==> src/rtl/fog_sched_pkg.sv <==
// fog_sched_pkg: state encoding and shared constants for the modulation trigger scheduler
package fog_sched_pkg;
    typedef enum logic [1:0] {IDLE, LOAD, RUN_H, RUN_L} state_t;
    localparam logic [31:0] MIN_HALF  = 32'd64;
    localparam logic [31:0] ACQ_LEN   = 32'd32;
    localparam logic [31:0] MARGIN    = 32'd4;
    localparam logic [31:0] MAX_AVG   = 32'd5;
    localparam logic [31:0] WDT_LIMIT = 32'd8;
    localparam logic [31:0] RST_WAIT  = 32'd10;
    localparam logic [31:0] RST_AVG   = 32'd3;
endpackage

==> src/rtl/mod_trig_scheduler_cfg_validate.sv <==
// mod_cfg_validate: rejects short half periods and clamps averaging shift and settle wait
module mod_cfg_validate
    import fog_sched_pkg::*;
(
    input  logic [31:0] half_req,
    input  logic [31:0] wait_req,
    input  logic [31:0] avg_req,
    input  logic [31:0] half_cur,
    output logic [31:0] half_out,
    output logic [31:0] wait_out,
    output logic [31:0] avg_out,
    output logic        clamp
);
    logic [31:0] lim;
    // the wait limit uses the half period that will actually be applied, so a reject keeps acquisition inside it
    always_comb begin
        half_out = half_req >= MIN_HALF ? half_req : half_cur;
        lim = half_out - ACQ_LEN - MARGIN;
        avg_out = avg_req > MAX_AVG ? MAX_AVG : avg_req;
        wait_out = wait_req > lim ? lim : wait_req;
        clamp = half_req < MIN_HALF || avg_req > MAX_AVG || wait_req > lim;
    end
endmodule

==> src/rtl/mod_trig_scheduler.sv <==
// mod_trig_scheduler: square-wave modulation level and half-period trigger with period-aligned config.
// Optional step-sync watchdog enabled by defining MOD_TRIG_WDT_EN.
module mod_trig_scheduler
    import fog_sched_pkg::*;
(
    input  logic        i_clk,
    input  logic        i_rst_n,
    input  logic        i_en,
    input  logic [31:0] i_half_cnt,
    input  logic [31:0] i_wait_cnt,
    input  logic [31:0] i_avg_sel,
    input  logic        i_step_sync,
    output logic        o_status,
    output logic        o_trig,
    output logic [31:0] o_wait_cnt,
    output logic [31:0] o_avg_sel,
    output logic        o_busy,
    output logic        o_cfg_clamp,
    output logic        o_fault
);
    state_t state, state_nxt;
    logic en_q;
    logic [31:0] half_q, wait_q, avg_q;
    logic [31:0] half_r, cnt;
    logic [31:0] v_half, v_wait, v_avg;
    logic v_clamp, half_end, status_nxt, fault_nxt;

    mod_cfg_validate u_validate (
        .half_req (half_q),
        .wait_req (wait_q),
        .avg_req  (avg_q),
        .half_cur (half_r),
        .half_out (v_half),
        .wait_out (v_wait),
        .avg_out  (v_avg),
        .clamp    (v_clamp)
    );

    assign half_end = cnt == half_r - 32'd1;
    assign o_busy = state == RUN_H || state == RUN_L;

    // one-cycle input register stage
    always_ff @(posedge i_clk or negedge i_rst_n)
        if (!i_rst_n) begin
            en_q <= 1'b0;
            half_q <= '0;
            wait_q <= '0;
            avg_q <= '0;
        end else begin
            en_q <= i_en;
            half_q <= i_half_cnt;
            wait_q <= i_wait_cnt;
            avg_q <= i_avg_sel;
        end

    // state register
    always_ff @(posedge i_clk or negedge i_rst_n)
        if (!i_rst_n) state <= IDLE;
        else state <= state_nxt;

    // next state; a period ending with en low drops to IDLE with status already low, so no trigger
    always_comb begin
        state_nxt = state;
        case (state)
            IDLE:    state_nxt = en_q && !o_fault ? LOAD : IDLE;
            LOAD:    state_nxt = RUN_H;
            RUN_H:   state_nxt = half_end ? RUN_L : RUN_H;
            RUN_L:   state_nxt = !half_end ? RUN_L : en_q && !fault_nxt ? LOAD : IDLE;
            default: state_nxt = IDLE;
        endcase
        status_nxt = state_nxt == LOAD || state_nxt == RUN_H;
    end

    // LOAD is H-cycle 0 with the counter at 0; registered level, edge trigger and shadow config capture
    always_ff @(posedge i_clk or negedge i_rst_n)
        if (!i_rst_n) begin
            cnt <= '0;
            half_r <= MIN_HALF;
            o_wait_cnt <= RST_WAIT;
            o_avg_sel <= RST_AVG;
            o_cfg_clamp <= 1'b0;
            o_status <= 1'b0;
            o_trig <= 1'b0;
        end else begin
            cnt <= state == IDLE || half_end ? '0 : cnt + 32'd1;
            o_status <= status_nxt;
            o_trig <= status_nxt ^ o_status;
            if (state == LOAD) begin
                half_r <= v_half;
                o_wait_cnt <= v_wait;
                o_avg_sel <= v_avg;
                o_cfg_clamp <= v_clamp;
            end
        end

`ifdef MOD_TRIG_WDT_EN
    logic sync_q, seen;
    logic [31:0] wdt_cnt, wdt_nxt;

    assign wdt_nxt = seen || sync_q ? '0 : wdt_cnt + 32'd1;
    assign fault_nxt = o_fault || (state == RUN_L && half_end && wdt_nxt >= WDT_LIMIT);

    // count whole periods without a step sync; the fault is sticky and blocks further loads
    always_ff @(posedge i_clk or negedge i_rst_n)
        if (!i_rst_n) begin
            sync_q <= 1'b0;
            seen <= 1'b0;
            wdt_cnt <= '0;
            o_fault <= 1'b0;
        end else begin
            sync_q <= i_step_sync;
            o_fault <= fault_nxt;
            if (state == RUN_L && half_end) begin
                seen <= 1'b0;
                wdt_cnt <= wdt_nxt;
            end else begin
                seen <= state != IDLE && (seen || sync_q);
            end
        end
`else
    logic unused_step_sync;
    assign unused_step_sync = i_step_sync;
    assign fault_nxt = 1'b0;
    assign o_fault = 1'b0;
`endif
endmodule

==> config.mk <==
export PLATFORM = sky130hd
export DESIGN_NAME = mod_trig_scheduler
export DESIGN_NICKNAME = d
export VERILOG_FILES = /design/src/rtl/fog_sched_pkg.sv /design/src/rtl/mod_trig_scheduler_cfg_validate.sv /design/src/rtl/mod_trig_scheduler.sv
export SDC_FILE = /design/constraint.sdc
export NUM_CORES = 1
export LEC_CHECK = 0
export ABC_AREA = 1
export BUFFER_PORTS_ARGS = -buffer_cell sky130_fd_sc_hd__buf_2
export CORE_MARGIN = 2
export CORE_UTILIZATION = 58
export CTS_CLUSTER_SIZE = 12
export DETAILED_ROUTE_END_ITERATION = 12
export GPL_TIMING_DRIVEN = 0
export PLACE_DENSITY = 0.87
export SETUP_SLACK_MARGIN = 0.02
export SLEW_MARGIN = 5
export SYNTH_ARGS = -nofsm -noshare
export SYNTH_HDL_FRONTEND = slang
export SYNTH_SLANG_ARGS = --single-unit
==> constraint.sdc <==
create_clock -name i_clk -period 5.8 [get_ports i_clk]
set_clock_uncertainty 0.2 [all_clocks]
set_input_delay 0.29 -clock i_clk [delete_from_list [all_inputs] [get_ports i_clk]]
set_output_delay 0.29 -clock i_clk [all_outputs]
set_load 0.005 [all_outputs]
==> reports/metrics.yaml, run 1 <==
yosys:
  synth_area_per_cell_um2: 7.89
  syn-num-nets: 1710
  async_set_or_reset_flop_fraction_in_the_synthesized_netlist_pct: 100
  synth_cell_types: 52
  ys_warn_count: 0
  synth.cell_area_um2: 12400
  synth_flop_cell: "sky130_fd_sc_hd__dfrtp_1"
  synth_seq_area_share_pct: 46.3
  synth-edff-count: 0
  synth_top_area_cell: "sky130_fd_sc_hd__dfrtp_1"
  syn_inst: 1575
  postSynthRegisterBits: 230
  netlist_top_cells_area: "sky130_fd_sc_hd__dfrtp_1 (45%), sky130_fd_sc_hd__nand2_1 (13%), sky130_fd_sc_hd__inv_1 (6.3%)"
  post-synth-top-area-fraction_pct: 45.3
critical_path:
  endpoint_kind: "register"
  timing.rr.end: "o_wait_cnt[15]$_DFFE_PN0N_"
  cpLargestDelayFamily: "simple AND/OR/NAND/NOR gates"
  critPathSlowestCell: "sky130_fd_sc_hd__clkbuf_1"
  critPathArrivalTime_ns: 5.80
  crit_required_ns: 6.04
  cell_count_of_the_worst_reg_to_reg_path: 25
  path_class: "register to register"
  timing.critical_path.buf_inv: 4
  cp_max_fo: 10
  crit_top_cell: "sky130_fd_sc_hd__nand2_1"
  regToRegSetupSlack_ns: 0.24
  critical_path_source_type: "register"
  critical_path.reg2reg.startpoint: "half_q[17]$_DFF_PN0_"
  critical-path-max-stage-delay_ns: 0.50
  worstSetupPathDepth: 25
route:
  m1WireLength_um: 15100
  drt_drc_violations_left: 0
  highest_layer: "met4"
  antenna_left: 0
  first_pass_iters: 6
  dr_wl_met2_um: 20100
  aggregate_routed_wire_length_um: 42600
  routed-via-count: 12561
  drt_iter0_drc: 1285
  routed-wl-met3_um: 4270
  avgRoutedWirePerCell_um: 19.7
  vias_per_cell: 5.81
global_route:
  grt_util_all_layers_pct: 37.9
  grt_pass1_vias: 12472
  final_global_route_overflow_total: 0
  wire_length_of_the_first_global_routing_pass_um: 65500
  antenna_found_initial: 0
  grt_start_max_net_pins: 128
layout:
  design.final.nets: 2002
  filler_cell_count: 1423
  stdcell_area_um2: 15500
  layout-drive-gt1-share_pct: 17.2
  num_antenna_cells: 0
  area_growth_syn_to_layout_pct: 24.4
  final_core_utilization_pct: 73.6
  layoutNonFillerInstCount: 2161
die:
  floorplan.core_area_um2: 21000
  die-area_um2: 22600
  floorplan.rows: 53
  floorplan.die.width_um: 150
  ios: 169
  chipHeight_um: 150
  start_util_pct: 59.2
placement:
  post_dp_cell_area_um2: 13600
  place.gp.congestion: 0.999
  dp.final_hpwl_um: 26200
  port-buffer-count: 166
  dpl.cell_count: 2017
clock_tree:
  tritoncts_num_sinks: 230
  cts_tree: "done"
  cts.repair_timing.setup_buffer_count: 0
  tritoncts.num_buffers: 25
  worst_setup_hold_path_clk_slew_ns: 0.07
  cts_htree_levels: 1
  insertion_delay_ns: 0.55
  clock-root-buffer: "sky130_fd_sc_hd__clkbuf_16"
  cts.path.max_buffers: 3
sta:
  tns_ns: 0
  finish_stage_setup_viols: 0
  timing.final.crit_share_pct: 95.8
  max_freq_mhz: 180
  post-route-min-period_ns: 5.56
  hold_violations: 0
  tightest_slew_ns: 1.08
  grt_setup_unrepaired: "false"
  drv_slew: 0
  worst_slew_margin_rel_pct: 27.9
worst_hold_path:
  worst_hold_path_type: "input port to async pin"
pwr:
  power.static_leakage_nw: 7.96
  power.ir.vdd_worst_uv: 232
  power_per_cell_area_nw_per_um2: 271
run:
  cap_viol_max_count: 0
status:
  outcome: "finished clean"
worst reg2reg max path, cell delays in order, from the launching register on:
cell and delay [ns]:
sky130_fd_sc_hd__dfrtp_1 0.41, sky130_fd_sc_hd__inv_1 0.11, sky130_fd_sc_hd__nand4_1 0.14, sky130_fd_sc_hd__nor2_1 0.15, sky130_fd_sc_hd__and2_1 0.27, sky130_fd_sc_hd__buf_4 0.24, sky130_fd_sc_hd__buf_4 0.22, sky130_fd_sc_hd__nand3_1 0.09
sky130_fd_sc_hd__nand2_1 0.23, sky130_fd_sc_hd__nand2_1 0.14, sky130_fd_sc_hd__nor2_1 0.11, sky130_fd_sc_hd__nand2_1 0.07, sky130_fd_sc_hd__nor2_2 0.12, sky130_fd_sc_hd__nand3_1 0.13, sky130_fd_sc_hd__and2_1 0.23, sky130_fd_sc_hd__ha_1 0.32
sky130_fd_sc_hd__nand2_1 0.10, sky130_fd_sc_hd__nor2_1 0.16, sky130_fd_sc_hd__nand4_1 0.21, sky130_fd_sc_hd__nor4_2 0.35, sky130_fd_sc_hd__nand2_1 0.17, sky130_fd_sc_hd__a21boi_2 0.42, sky130_fd_sc_hd__clkbuf_1 0.50, sky130_fd_sc_hd__nand3_1 0.14
sky130_fd_sc_hd__nand2_1 0.16, sky130_fd_sc_hd__nand2_1 0.06
per-stage QoR:
step / setup WS (ns) / hold WS [ns] / power [mW]
floorplan: 1.75 / -0.206 / 2.21
global placement: 0.423 / 0.198 / 2.41
detailed placement: 0.388 / 0.186 / 2.44
CTS: 0.346 / 0.170 / 4.12
global route: 0.111 / 0.175 / 4.34
finish: 0.242 / 0.179 / 4.19
worst max-delay path by stage:
stage	from	end	slack, ns
after CTS	half_q[31]$_DFF_PN0_	o_wait_cnt[15]$_DFFE_PN0N_	0.35
final	half_q[17]$_DFF_PN0_	o_wait_cnt[15]$_DFFE_PN0N_	0.24
after floorplan	half_q[15]$_DFF_PN0_	o_wait_cnt[11]$_DFFE_PN0N_	1.75
after global routing	half_q[17]$_DFF_PN0_	o_wait_cnt[9]$_DFFE_PN0N_	0.11
after global placement	half_q[31]$_DFF_PN0_	o_wait_cnt[15]$_DFFE_PN0N_	0.42
after detailed placement	half_q[31]$_DFF_PN0_	o_wait_cnt[15]$_DFFE_PN0N_	0.39
synth_stat cells (4+ instances only):
| cell type | instances |
|---|---|
| sky130_fd_sc_hd__nand2_1 | 421 |
| sky130_fd_sc_hd__dfrtp_1 | 225 |
| sky130_fd_sc_hd__inv_1 | 208 |
| sky130_fd_sc_hd__nor2_1 | 188 |
| sky130_fd_sc_hd__nand3_1 | 93 |
| sky130_fd_sc_hd__o21ai_0 | 57 |
| sky130_fd_sc_hd__ha_1 | 35 |
| sky130_fd_sc_hd__a21oi_1 | 34 |
| sky130_fd_sc_hd__xor2_1 | 34 |
| sky130_fd_sc_hd__nand2_2 | 33 |
| sky130_fd_sc_hd__nand4_1 | 30 |
| sky130_fd_sc_hd__nor2_2 | 28 |
| sky130_fd_sc_hd__clkbuf_1 | 24 |
| sky130_fd_sc_hd__and2_1 | 22 |
| sky130_fd_sc_hd__xnor2_1 | 21 |
| sky130_fd_sc_hd__nor3_1 | 13 |
| sky130_fd_sc_hd__nand3_2 | 11 |
| sky130_fd_sc_hd__nand3b_1 | 9 |
| sky130_fd_sc_hd__nor2_4 | 8 |
| sky130_fd_sc_hd__buf_2 | 7 |
| sky130_fd_sc_hd__nor3b_1 | 7 |
| sky130_fd_sc_hd__o21bai_1 | 7 |
| sky130_fd_sc_hd__a31oi_1 | 6 |
| sky130_fd_sc_hd__dfstp_2 | 5 |
| sky130_fd_sc_hd__inv_2 | 5 |
| sky130_fd_sc_hd__buf_6 | 4 |
| sky130_fd_sc_hd__o21ai_1 | 4 |
layout make-up:
class                   count  area [um2]  share of cell area [%]
plain buffers              39         213                    1.37
clock buffers              40         732                    4.73
flip-flops and latches    230        5760                    37.2
repair buffers            265        1850                    12.0
clock inverters             6         101                   0.655
inverters                 213         800                    5.17
multi-input cells        1093        5670                    36.7
well taps                 275         344                    2.22
cells by family after synthesis:
| kind of cell | synth area share (%) |
|---|---|
| compound gates | 5.39 |
| xor+xnor | 4.40 |
| fa+ha+maj | 3.52 |
| buf+inv | 8.14 |
| flops | 46.3 |
| other cells | 0.0302 |
| simple gates | 32.2 |
placed cells by master (no fill, tap or decap), drive strengths merged, types with 2 or more instances in the layout:
| master | count |
|---|---|
| dfrtp | 225 |
| a211oi | 2 |
| and3 | 2 |
| ha | 35 |
| clkbuf | 64 |
| o21ai | 62 |
| dlygate4sd3 | 98 |
| and2 | 22 |
| nand2 | 456 |
| a21oi | 34 |
| dfstp | 5 |
| bufinv | 2 |
| a31oi | 6 |
| nand3 | 105 |
| buf | 182 |
| o21bai | 7 |
| nor3b | 8 |
| nor2 | 225 |
| xnor2 | 22 |
| nand3b | 9 |
| nor3 | 15 |
| nor4 | 4 |
| inv | 214 |
| nand4 | 30 |
| a21boi | 2 |
| xor2 | 37 |
| o211ai | 3 |
| clkinv | 2 |
state kept, by name, indices dropped and copies added (netlist names), 2 cells and up:
name and flops:
avg_q 32, cnt 32, half_q 32, half_r 32, o_avg_sel 32, o_wait_cnt 32
state 2, wait_q 32
report_power, final:
part	switching (mW)	total (mW)	internal, mW	leakage (nW)
logic	0.425	0.702	0.277	4.70
clock network	0.701	1.66	0.959	0.402
registers	0.112	1.83	1.72	2.86
total	1.24	4.19	2.95	7.96
layer usage:
metal	GRT usage, %	vias to the layer above
met5	0	-
li1	-	5508
met4	25.0	0
met3	8.45	262
met2	62.6	922
met1	44.3	5869
repair_timing:
action | in CTS | in global routing
hold endpoints to repair | 200 | 0
gates resized for setup | 0 | 2
endpoints found under the setup margin | 0 | 31
hold buffers | 98 | 0
Power figures use the tool's default switching activity.
==> run 2, diff against run 1 <==
--- a/config.mk
+++ b/config.mk
@@ -7,12 +7,14 @@
 export LEC_CHECK = 0
 export ABC_AREA = 1
 export BUFFER_PORTS_ARGS = -buffer_cell sky130_fd_sc_hd__buf_2
+export CORE_ASPECT_RATIO = 1.75
 export CORE_MARGIN = 2
 export CORE_UTILIZATION = 58
 export CTS_CLUSTER_SIZE = 12
 export DETAILED_ROUTE_END_ITERATION = 12
 export GPL_TIMING_DRIVEN = 0
 export PLACE_DENSITY = 0.87
+export REMOVE_ABC_BUFFERS = 1
 export SETUP_SLACK_MARGIN = 0.02
 export SLEW_MARGIN = 5
 export SYNTH_ARGS = -nofsm -noshare
==> reports/metrics.yaml, run 2 (synthesis results as in run 1) <==
route:
  routed-via-count: 12154  # -3.2%
  first_pass_iters: 6  # unchanged
  aggregate_routed_wire_length_um: 40500  # -5.1%
  drt_iter0_drc: 1011  # -21%
  avgRoutedWirePerCell_um: 19.2  # -2.4%
  drt_drc_violations_left: 0  # unchanged
  antenna_left: 0  # unchanged
  vias_per_cell: 5.78  # -0.57%
layout:
  area_growth_syn_to_layout_pct: 22.6
  layout.cells.most_common_list: "sky130_fd_sc_hd__nand2_1 (420), sky130_fd_sc_hd__dfrtp_1 (225), sky130_fd_sc_hd__inv_1 (207)"
  design.final.nets: 1969  # -1.6%
  layoutNonFillerInstCount: 2103  # -2.7%
  filler_cell_count: 1356  # -4.7%
  num_antenna_cells: 0  # unchanged
  final_core_utilization_pct: 72.8  # -0.80 points
  layout-drive-gt1-share_pct: 16.9  # -0.32 points
  final_common_cell: "sky130_fd_sc_hd__nand2_1"
clock_tree:
  cts_htree_levels: 1  # unchanged
  tritoncts.num_buffers: 23  # -8.0%
  clock-root-buffer: "sky130_fd_sc_hd__clkbuf_16"
  insertion_delay_ns: 0.53  # -0.02 ns
  worst_setup_hold_path_clk_slew_ns: 0.07  # about the same
  cts_tree: "done"
  cts.path.max_buffers: 3  # unchanged
  tritoncts_num_sinks: 230  # unchanged
global_route:
  grt_pass1_vias: 12883  # +3.3%
  grt_start_max_net_pins: 105  # -18%
  antenna_found_initial: 0  # unchanged
  final_global_route_overflow_total: 0  # unchanged
  grt_util_all_layers_pct: 36.8  # -1.1 points
  wire_length_of_the_first_global_routing_pass_um: 64800  # -1.0%
critical_path:
  critPathSlowestCell: "sky130_fd_sc_hd__a21boi_4"
  timing.rr.end: "o_wait_cnt[25]$_DFFE_PN0N_"
  critical_path.reg2reg.startpoint: "half_q[17]$_DFF_PN0_"
  cell_count_of_the_worst_reg_to_reg_path: 22  # -12%
  regToRegSetupSlack_ns: 0.16  # -0.08 ns
  critical_path.cell_chain: "inv_1 > nand4_1 > nor2_1 > and2_4 > nand2_4 > nand2_1 > o21ai_2 > nand2_2 > nand2_2 > nor2_2 > nand3_1 > and2_1 > ha_1 > nand2_1 > nor2_1 > nand4_1 > nor4_2 > nand2_1 > a21boi_4 > nand3_1 > nand2_1 > nand2_1"
  cp_max_fo: 30  # +20
  critical_path_source_type: "register"
  critPathArrivalTime_ns: 5.83  # +0.03 ns
  crit_top_cell: "sky130_fd_sc_hd__nand2_1"
  path_class: "register to register"
  critical-path-max-stage-delay_ns: 0.61  # +0.11 ns
  crit_required_ns: 5.99  # -0.05 ns
  endpoint_kind: "register"
placement:
  dpl.cell_count: 1959  # -2.9%
  port-buffer-count: 166  # unchanged
  dp.final_hpwl_um: 24100  # -7.9%
  place.gp.congestion: 0.963  # -3.6%
pwr:
  cell_int_power_mw: 2.78  # -5.8%
  power_per_cell_area_nw_per_um2: 258  # -4.6%
  pwr-share-seq_pct: 46.2  # +2.6 points
  switching_share_pct: 29.4  # -0.17 points
  p_sw_mw: 1.16  # -6.5%
  comb_power_share_pct: 17.7  # +0.9 points
  report.power.total_mw: 3.94  # -6.0%
  clockPowerShare_pct: 36.2  # -3.4 points
  power.ir.vdd_worst_uv: 313  # +35%
  power.static_leakage_nw: 7.88  # -1.1%
sta:
  max_freq_mhz: 177  # -1.5%
  hold_violations: 0  # unchanged
  timing.final.crit_share_pct: 97.3  # +1.4 points
  finish_stage_setup_viols: 0  # unchanged
  tightest_slew_ns: 0.829  # -0.249 ns
  post-route-min-period_ns: 5.64  # +0.0837 ns
  drv_slew: 0  # unchanged
  worst_slew_margin_rel_pct: 44.6  # +17 points
  grt_setup_unrepaired: "false"
die:
  floorplan.die.width_um: 115  # -24%
  chipHeight_um: 198  # +31%
  floorplan.core_area_um2: 20900  # -0.42%
  start_util_pct: 59.4  # +0.25 points
  floorplan.rows: 70  # +32%
  ios: 169  # unchanged
  die-area_um2: 22700  # +0.20%
worst_hold_path:
  worst_hold_path_type: "input port to async pin"
run:
  cap_viol_max_count: 0  # unchanged
status:
  outcome: "finished clean"
run 2: power by group through the flow:
stage	sequential [mW]	combinational, mW	clock (mW)
after global routing	1.83	0.774	1.49
after CTS	1.81	0.661	1.40
final	1.82	0.695	1.43
after floorplan	1.82	0.392	0
after global placement	1.83	0.570	0
after detailed placement	1.84	0.598	0
run 2: worst max-delay path by stage:
stage | start | to | slack, ns | cells after the start
2_1_floorplan | half_q[15]$_DFF_PN0_ | o_wait_cnt[11]$_DFFE_PN0N_ | 0.03 | 24
3_3_place_gp | state[1]$_DFF_PN0_ | o_wait_cnt[23]$_DFFE_PN0N_ | -2.36 | 5
3_5_place_dp | half_q[18]$_DFF_PN0_ | o_wait_cnt[0]$_DFFE_PN0N_ | -0.94 | 22
4_1_cts | half_q[17]$_DFF_PN0_ | o_wait_cnt[2]$_DFFE_PN0N_ | 0.05 | 22
5_1_grt | half_q[18]$_DFF_PN0_ | o_wait_cnt[16]$_DFFE_PN0N_ | 0.03 | 22
6_report | half_q[17]$_DFF_PN0_ | o_wait_cnt[25]$_DFFE_PN0N_ | 0.16 | 22
run 2: layer usage:
layer | vias to the layer above | GRT usage, % | wire (um)
met2 | 733 | 66.3 | 21000
li1 | 5441 | - | -
met4 | 0 | 27.9 | 3820
met5 | - | 0 | 0
met1 | 5689 | 37.2 | 12900
met3 | 291 | 5.85 | 2710
run 2: worst max-delay path: cells and delay by family, from the launching register on:
| kind | cells | cell delay (ns) |
|---|---|---|
| adder cells (fa/ha/maj) | 1 | 0.28 |
| flip-flops | 1 | 0.40 |
| AND/OR/NAND/NOR | 18 | 3.75 |
| buffers and inverters | 1 | 0.08 |
| AO/OA/AOI/OAI | 2 | 0.77 |
run 2: layout make-up:
| class | count | area, um2 | share of cell area (%) |
|---|---|---|---|
| repair buffers | 272 | 1960 | 12.8 |
| flip-flops and latches | 230 | 5760 | 37.8 |
| clock buffers | 39 | 636 | 4.17 |
| clock inverters | 3 | 43.8 | 0.287 |
| inverters | 213 | 802 | 5.26 |
| well taps | 252 | 315 | 2.07 |
| multi-input cells | 1094 | 5720 | 37.5 |
run 2: through the flow:
| stage | hold slack [ns] | worst slack [ns] | setup TNS [ns] | instance area, um2 |
|---|---|---|---|---|
| after detailed placement | 0.0176 | -0.937 | -26.90 | 13500 |
| after CTS | 0.0867 | 0.0461 | 0 | 15200 |
| final | 0.0927 | 0.158 | 0 | 15200 |
| after floorplan | -0.206 | 0.0270 | 0 | 12200 |
| after global routing | 0.136 | 0.0323 | 0 | 15200 |
| after global placement | 0.198 | -2.36 | -124.96 | 13400 |
run 2: what timing repair did:
action	4_1_cts	5_1_grt
endpoints found under the hold margin	324	0
pin swaps	2	0
endpoints found under the setup margin	33	33
hold buffers	98	0
gates resized for setup	4	4
buffers inserted	3	0
cloned	1	0
